### config.mk
export PLATFORM = sky130hd
export DESIGN_NAME = alu_flat
export DESIGN_NICKNAME = d
export VERILOG_FILES = /design/src/rtl/alu_if.sv /design/src/rtl/alu.sv /design/src/flat_wrapper.sv
export SDC_FILE = /design/constraint.sdc
export NUM_CORES = 1
export LEC_CHECK = 0
export CELL_PAD_IN_SITES_DETAIL_PLACEMENT = 1
export CELL_PAD_IN_SITES_GLOBAL_PLACEMENT = 1
export CORE_AREA = 2 2 106 108
export CTS_CLUSTER_SIZE = 40
export DETAILED_ROUTE_END_ITERATION = 8
export DIE_AREA = 0 0 108 110
export GPL_TIMING_DRIVEN = 0
export PLACE_DENSITY_LB_ADDON = 0.1
export SLEW_MARGIN = 20
export SYNTH_ARGS = -nofsm -noshare
export SYNTH_HDL_FRONTEND = slang
export SYNTH_SLANG_ARGS = --single-unit
### constraint.sdc
create_clock -name clk -period 6.65 [get_ports clk]
set_input_delay 1.33 -clock clk [delete_from_list [all_inputs] [get_ports clk]]
set_output_delay 1.33 -clock clk [all_outputs]
set_load 0.01 [all_outputs]
### src/rtl/alu_if.sv
// alu_if: operand, opcode and result/flag bundle between the datapath and the ALU.
interface alu_if #(parameter int WIDTH = 32);
  logic [WIDTH-1:0] A;
  logic [WIDTH-1:0] B;
  logic [2:0] F;
  logic [WIDTH-1:0] Y;
  logic Cout;
  logic Oflow;
  logic Zero;
  modport master (output A, B, F, input Y, Cout, Oflow, Zero);
  modport slave (input A, B, F, output Y, Cout, Oflow, Zero);
endinterface

### src/rtl/alu.sv
// alu: MIPS ALU (AND/OR/ADD/SUB/SLT) with a sticky overflow flag; ALU_OUTREG_EN registers Y and the flags.
module alu #(parameter int WIDTH = 32) (
  input  logic clk,
  input  logic ci_rst_n,
  alu_if.slave bus,
  input  logic ciClrOflow,
  output logic doOflowSticky
);
  logic [WIDTH-1:0] bb, y_c;
  logic [WIDTH:0] s;
  logic ovf, oflow_c, cout_c, zero_c, arith;
  assign bb = bus.F[2] ? ~bus.B : bus.B;
  assign s = {1'b0, bus.A} + {1'b0, bb} + {{WIDTH{1'b0}}, bus.F[2]};
  assign ovf = (bus.A[WIDTH-1] == bb[WIDTH-1]) && (s[WIDTH-1] != bus.A[WIDTH-1]);
  assign arith = bus.F[1:0] == 2'b10;
  // SLT folds overflow back in so the sign compare stays correct across wraparound
  always_comb begin
    y_c = bus.F[1:0] == 2'b00 ? bus.A & bb :
          bus.F[1:0] == 2'b01 ? bus.A | bb :
          bus.F[1:0] == 2'b10 ? s[WIDTH-1:0] :
          bus.F[2] ? {{(WIDTH-1){1'b0}}, s[WIDTH-1] ^ ovf} : '0;
    oflow_c = arith & ovf;
    cout_c = arith & s[WIDTH];
    zero_c = y_c == '0;
  end
  always_ff @(posedge clk or negedge ci_rst_n)
    if (!ci_rst_n) doOflowSticky <= 1'b0;
    else if (oflow_c) doOflowSticky <= 1'b1;
    else if (ciClrOflow) doOflowSticky <= 1'b0;
`ifdef ALU_OUTREG_EN
  always_ff @(posedge clk or negedge ci_rst_n)
    if (!ci_rst_n) begin
      bus.Y <= '0;
      bus.Cout <= 1'b0;
      bus.Oflow <= 1'b0;
      bus.Zero <= 1'b1;
    end else begin
      bus.Y <= y_c;
      bus.Cout <= cout_c;
      bus.Oflow <= oflow_c;
      bus.Zero <= zero_c;
    end
`else
  assign bus.Y = y_c;
  assign bus.Cout = cout_c;
  assign bus.Oflow = oflow_c;
  assign bus.Zero = zero_c;
`endif
endmodule

### src/flat_wrapper.sv
// flat-port wrapper written by rule: the top's interface ports become plain ports
module alu_flat 
#(parameter int WIDTH = 32)
  (clk, ci_rst_n, ciClrOflow, doOflowSticky, bus_A, bus_B, bus_F, bus_Y, bus_Cout, bus_Oflow, bus_Zero);
  alu_if #(.WIDTH(WIDTH)) bus_i ();
  input  logic clk;
  input  logic ci_rst_n;
  input  logic ciClrOflow;
  output logic doOflowSticky;
  input wire logic [$bits(bus_i.A)-1:0] bus_A;
  input wire logic [$bits(bus_i.B)-1:0] bus_B;
  input wire logic [$bits(bus_i.F)-1:0] bus_F;
  output wire logic [$bits(bus_i.Y)-1:0] bus_Y;
  output wire logic [$bits(bus_i.Cout)-1:0] bus_Cout;
  output wire logic [$bits(bus_i.Oflow)-1:0] bus_Oflow;
  output wire logic [$bits(bus_i.Zero)-1:0] bus_Zero;
  assign bus_i.A = bus_A;
  assign bus_i.B = bus_B;
  assign bus_i.F = bus_F;
  assign bus_Y = bus_i.Y;
  assign bus_Cout = bus_i.Cout;
  assign bus_Oflow = bus_i.Oflow;
  assign bus_Zero = bus_i.Zero;
  alu #(.WIDTH(WIDTH)) u_core (.clk(clk), .ci_rst_n(ci_rst_n), .bus(bus_i), .ciClrOflow(ciClrOflow), .doOflowSticky(doOflowSticky));
endmodule
Word-level counts from Yosys, hierarchy flattened
Index checks and enable logic that the tools add are counted.
Cells by class
  add/sub/neg operators: 2
  equality and inequality tests: 4
  multiplexer cells: 7
  bitwise logic cells: 6
  reduce and logical (&&, ||, !) cells: 4
Operator list (number)
  $mux W32: 4
  $add A32 B32 Y33: 1
  $add A33 B1 Y33: 1
  $and A32 B32 Y32: 1
  $logic_not A32 Y1: 1
  $not A32 Y32: 1
  $or A32 B32 Y32: 1
  $mux W1: 3
  $and A1 B1 Y1: 2
  $eq A2 B1 Y1 const B: 1
  $eq A2 B2 Y1 const B: 1
  $logic_not A2 Y1: 1
  $reduce_bool A2 Y1: 1
  $eq A1 B1 Y1: 1
  $logic_and A1 B1 Y1: 1
  $ne A1 B1 Y1: 1
  $xor A1 B1 Y1: 1
Word-level totals
  flip-flop bits (word level): 1
  bits of input ports: 70
  word-level logic and storage cells: 24

Longest topological paths before layout
  depth in word-level cells: 12
  depth in mapped cells: 17

Least setup slack after synthesis
No wires, ideal clock.
  path kind: in2out
  start point: input port bus_F[2]
  end point: output port bus_Zero
  data arrival time: 4.940 ns
  path slack: 0.380 ns
  cell stages on the path: 16
  path buffers: 2
  cells stage by stage: buf_2 -> buf_1 -> xor2_1 -> inv_1 -> fa_1 -> nor2b_4 -> o311ai_4 -> a21oi_2 -> nor2_2 -> o21ai_1 -> xor2_1 -> a31o_2 -> or2_2 -> or4_1 -> nor4_1 -> and3b_1
On the way
  elaborated cells between the ends (all ways): 14
  classes of those cells: 2 x add/sub; 2 x eq/ne; 5 x mux; 3 x bitwise; 2 x reduce/logical
RTL lines
  from (decl): RTL line flat_wrapper.sv:12  | input wire logic [$bits(bus_i.F)-1:0] bus_F;
  $mux W32: RTL line alu.sv:12  | assign bb = bus.F[2] ? ~bus.B : bus.B;
  $add A32 B32 Y33: RTL line alu.sv:13  | assign s = {1'b0, bus.A} + {1'b0, bb} + {{WIDTH{1'b0}}, bus.F[2]};
  $add A33 B1 Y33: RTL line alu.sv:13
  $mux W32: RTL line alu.sv:20  | bus.F[1:0] == 2'b10 ? s[WIDTH-1:0] :
  $mux W32: RTL line alu.sv:19  | bus.F[1:0] == 2'b01 ? bus.A | bb :
  $mux W32 (*): RTL line alu.sv:18  | y_c = bus.F[1:0] == 2'b00 ? bus.A & bb :
  net bus_Y[12]: RTL line flat_wrapper.sv:13  | output wire logic [$bits(bus_i.Y)-1:0] bus_Y;
  $logic_not A32 Y1 (*): RTL line alu.sv:24  | zero_c = y_c == '0;
  to (decl): RTL line flat_wrapper.sv:16  | output wire logic [$bits(bus_i.Zero)-1:0] bus_Zero;
The timed path passes the listed nets; every way through them passes the cells marked *.

Worst setup path in the final report
  start point: input port bus_B[6]
  end point: output port bus_Zero
On the way
  cells in the longest elaborated chain, start to end: 12
  elaborated cells between the ends (all ways): 14
  classes of those cells: 2 x add/sub; 1 x eq/ne; 5 x mux; 4 x bitwise; 2 x reduce/logical
Ends and longest elaborated chain
  from (decl): RTL line flat_wrapper.sv:11  | input wire logic [$bits(bus_i.B)-1:0] bus_B;
  $not A32 Y32: RTL line alu.sv:12
  $mux W32 (*): RTL line alu.sv:12
  $add A32 B32 Y33: RTL line alu.sv:13
  $add A33 B1 Y33: RTL line alu.sv:13
  $ne A1 B1 Y1: RTL line alu.sv:14  | assign ovf = (bus.A[WIDTH-1] == bb[WIDTH-1]) && (s[WIDTH-1] != bus.A[WIDTH-1]);
  $logic_and A1 B1 Y1: RTL line alu.sv:14
  $xor A1 B1 Y1: RTL line alu.sv:21  | bus.F[2] ? {{(WIDTH-1){1'b0}}, s[WIDTH-1] ^ ovf} : '0;
  $mux W1: RTL line alu.sv:21
  $mux W32: RTL line alu.sv:20
  $mux W32: RTL line alu.sv:19
  $mux W32 (*): RTL line alu.sv:18
  $logic_not A32 Y1 (*): RTL line alu.sv:24
Every way passes the cells marked *; elsewhere a longest branch is shown, timed or not.

==> run metrics <==
post-synth cell types 67; Warnings, synthesis 0; Clock Latency Late Sink 0 ns; FF-to-FF setup slack ~6 ns; Initial DRC Count between 100 and 150; Layout fillers 1337; initial antenna violation count 0; crit path max-delay cell type or4_4; Final Non-Filler Cells 775; commonest non-fill, non-tap cell in the layout clkdlybuf4s50_1; Syn Inst Count about 520; WS Path Type primary input to output port; Top-Level Pins 106; Post-Layout Inst Area 5000 sq um; final WL 14300 um; WL/cell 18.5 um; I/O Buffers 104; DRC 0; RD Place Congestion slightly below 0.9; Synth Cell Area 3540 sq um; Yosys reg bits 1; Via density 5.38; CP max stage delay approximately 0.57 ns; final worst slack 0.154 ns; Pre-antenna DRT Iters 4; Power Dens Cells 121 nW/um^2; pre-CTS setup slack -1.07 ns; hold path start u_core.doOflowSticky$_DFFE_PN0P_; hpwl dp about 12000 um; Clock Skews 0 ns; RSZ-0062 raised after global routing true; Max Cap Viol 0; Avg Inst Size Synth 6.77 sq um; Core Area 10700 sq um; Worst Tran Pin Value 0.730 ns; Worst EP arrival between 5 and 6 ns; die area 11900 sq um; leak pwr between 2 and 2.5 nW; Syn Nets 659; final period utilization 97.7%; die width 108 um; RR Startpoint u_core.doOflowSticky$_DFFE_PN0P_; Critical Path Start bus_B[6]; GRT Overall Usage 23.9%; via count 4167; grt ovf 0; Reg with most FFs u_core.doOflowSticky; most frequent cells in the layout clkdlybuf4s50_1 (103), inv_1 (75), ha_1 (61); status complete, no violations; crit end category output port; layout cells sized above 1 approximately a tenth; max frequency 154 MHz; number of synthesized flops with an enable pin 0; row count 38; async set or reset register ratio after synthesis 100%; first-pass GRT wire length between 20000 and 25000 um; Power Total between 0.6 and 0.7 mW; initial core utilization around a third; final hold viol count 0; DRT antenna net count 0; Critical Path, Cell by Cell clkdlybuf4s50_1 -> xor2_2 -> inv_1 -> ha_1 -> buf_4 -> a21oi_4 -> o21ai_2 -> a221oi_4 -> buf_4 -> nor3_1 -> nor2_1 -> xor2_1 -> a31o_1 -> nand4_1 -> or4_4 -> nor4_4 -> and3b_1 -> clkbuf_2; Die H between 100 and 150 um; grt met1 use 28.1%; Layout Area Growth over Synthesis 41.0%; minimum clock period 6.50 ns; slew margin rel. 50.7%; met2 Resource Use GR 47.7%; Seq/Total Area, Yosys 0.706%; hold_ws roughly 0.47 ns; largest net degree at the start of global routing 11; n_diodes 0; vias in the first global route between 4k and 5k; WP data required about 5.3 ns; maximum vdd ir drop 0.0504 mV; endpoints failing setup 0; final net count 773; Main synth FF type dfrtp_1; Placed Area between 4000 and 5000 sq um; top flop regs u_core.doOflowSticky x1; max-slew violations 0; Top cell by count, worst path buf_4; met3 Resource Use GR 1.59%; CP Launch Type primary input; Hold Crit Class flop to flop; global routing's busiest layer met2; max reg flops 1; placed cell count 767; crit-path max FO 7; CTS clock-pin slew for the worst setup and hold paths 0 ns
-- logic make-up (layout without fill, tap and decap cells) --
| kind of cell | after synthesis | count (layout) | share of synthesized area [%] |
|---|---|---|---|
| xor gates and xnor gates | 58 | 58 | 14.3 |
| DFF | 1 | 1 | 0.706 |
| and+or+nand+nor | 138 | 138 | 18.2 |
| muxes | 4 | 4 | 1.48 |
| AOI/OAI and AO/OA | 160 | 160 | 29.8 |
| adders and majority gates | 66 | 66 | 23.5 |
| buffers and inverters | 96 | 208 | 11.9 |
-- layer usage --
layer | share of wire (%) | up-vias
met5 | 0 | -
met4 | 1.6 | 0
met3 | 3.5 | 14
met2 | 53 | 88
met1 | 42 | 2031
li1 | - | 2034
-- where the power goes --
group	switching (mW)	internal [mW]	total, mW
registers	0.000350	0.00691	0.00726
logic	0.327	0.272	0.599
clock network	0	0	0
-- cells in the mapped netlist, drive strengths merged (4+ instances only) --
library cell	instances	area share [%]
xor2	42	10
nand3	8	1.1
nor2	37	4.1
inv	76	8.1
a31oi	7	1.2
o21ai	37	5.2
a211oi	4	0.99
clkbuf	10	2.2
o21bai	4	0.85
o21a	5	1.1
and3	4	0.71
nand2	53	5.8
mux2i	4	1.5
buf	10	1.7
o22ai	20	3.7
ha	65	23
a21oi	45	6.7
nand4	7	1.2
a21o	10	2.2
xnor2	16	4.0
nor3	8	1.1
-- timing repair --
item                       in CTS  in global routing
cloned                          0                  0
setup buffers                   7                  1
pin swaps                       5                  5
setup endpoints to repair      11                  2
hold buffers                    0                  0
resized for setup              44                 11
-- path summary, 6_finish.rpt --
path | to | cells past startpoint
max | bus_Zero | 18
min reg2reg | u_core.doOflowSticky$_DFFE_PN0P_ | 1
min in group asynchronous | u_core.doOflowSticky$_DFFE_PN0P_ | 1
max in group asynchronous | u_core.doOflowSticky$_DFFE_PN0P_ | 1
max reg2reg | u_core.doOflowSticky$_DFFE_PN0P_ | 1
min | u_core.doOflowSticky$_DFFE_PN0P_ | 1
-- stage by stage --
stage | TNS [ns] | util [%]
2_1_floorplan | 0 | -
3_3_place_gp | -3.06 | 44.5
3_5_place_dp | -3.23 | 44.5
4_1_cts | 0 | 46.3
5_1_grt | -0.0270 | 46.7
6_report | 0 | 46.7
-- final cells by class --
type / instances / area, sq um / area share, %
buffer: 20 / 171 / 3.43
inverter: 76 / 285 / 5.71
multi-input combinational: 426 / 3240 / 64.9
sequential: 1 / 25.0 / 0.501
tap: 140 / 175 / 3.51
timing repair buffer: 112 / 1100 / 21.9
-- worst max-delay path: cells and delay by family --
kind | cells | cell delay (ns)
and+or+nand+nor | 6 | 1.30
buffers and inverters | 5 | 1.03
AOI/OAI and AO/OA | 4 | 0.83
xor gates and xnor gates | 2 | 0.41
adders and majority gates | 1 | 0.27
Power figures use the tool's default switching activity.
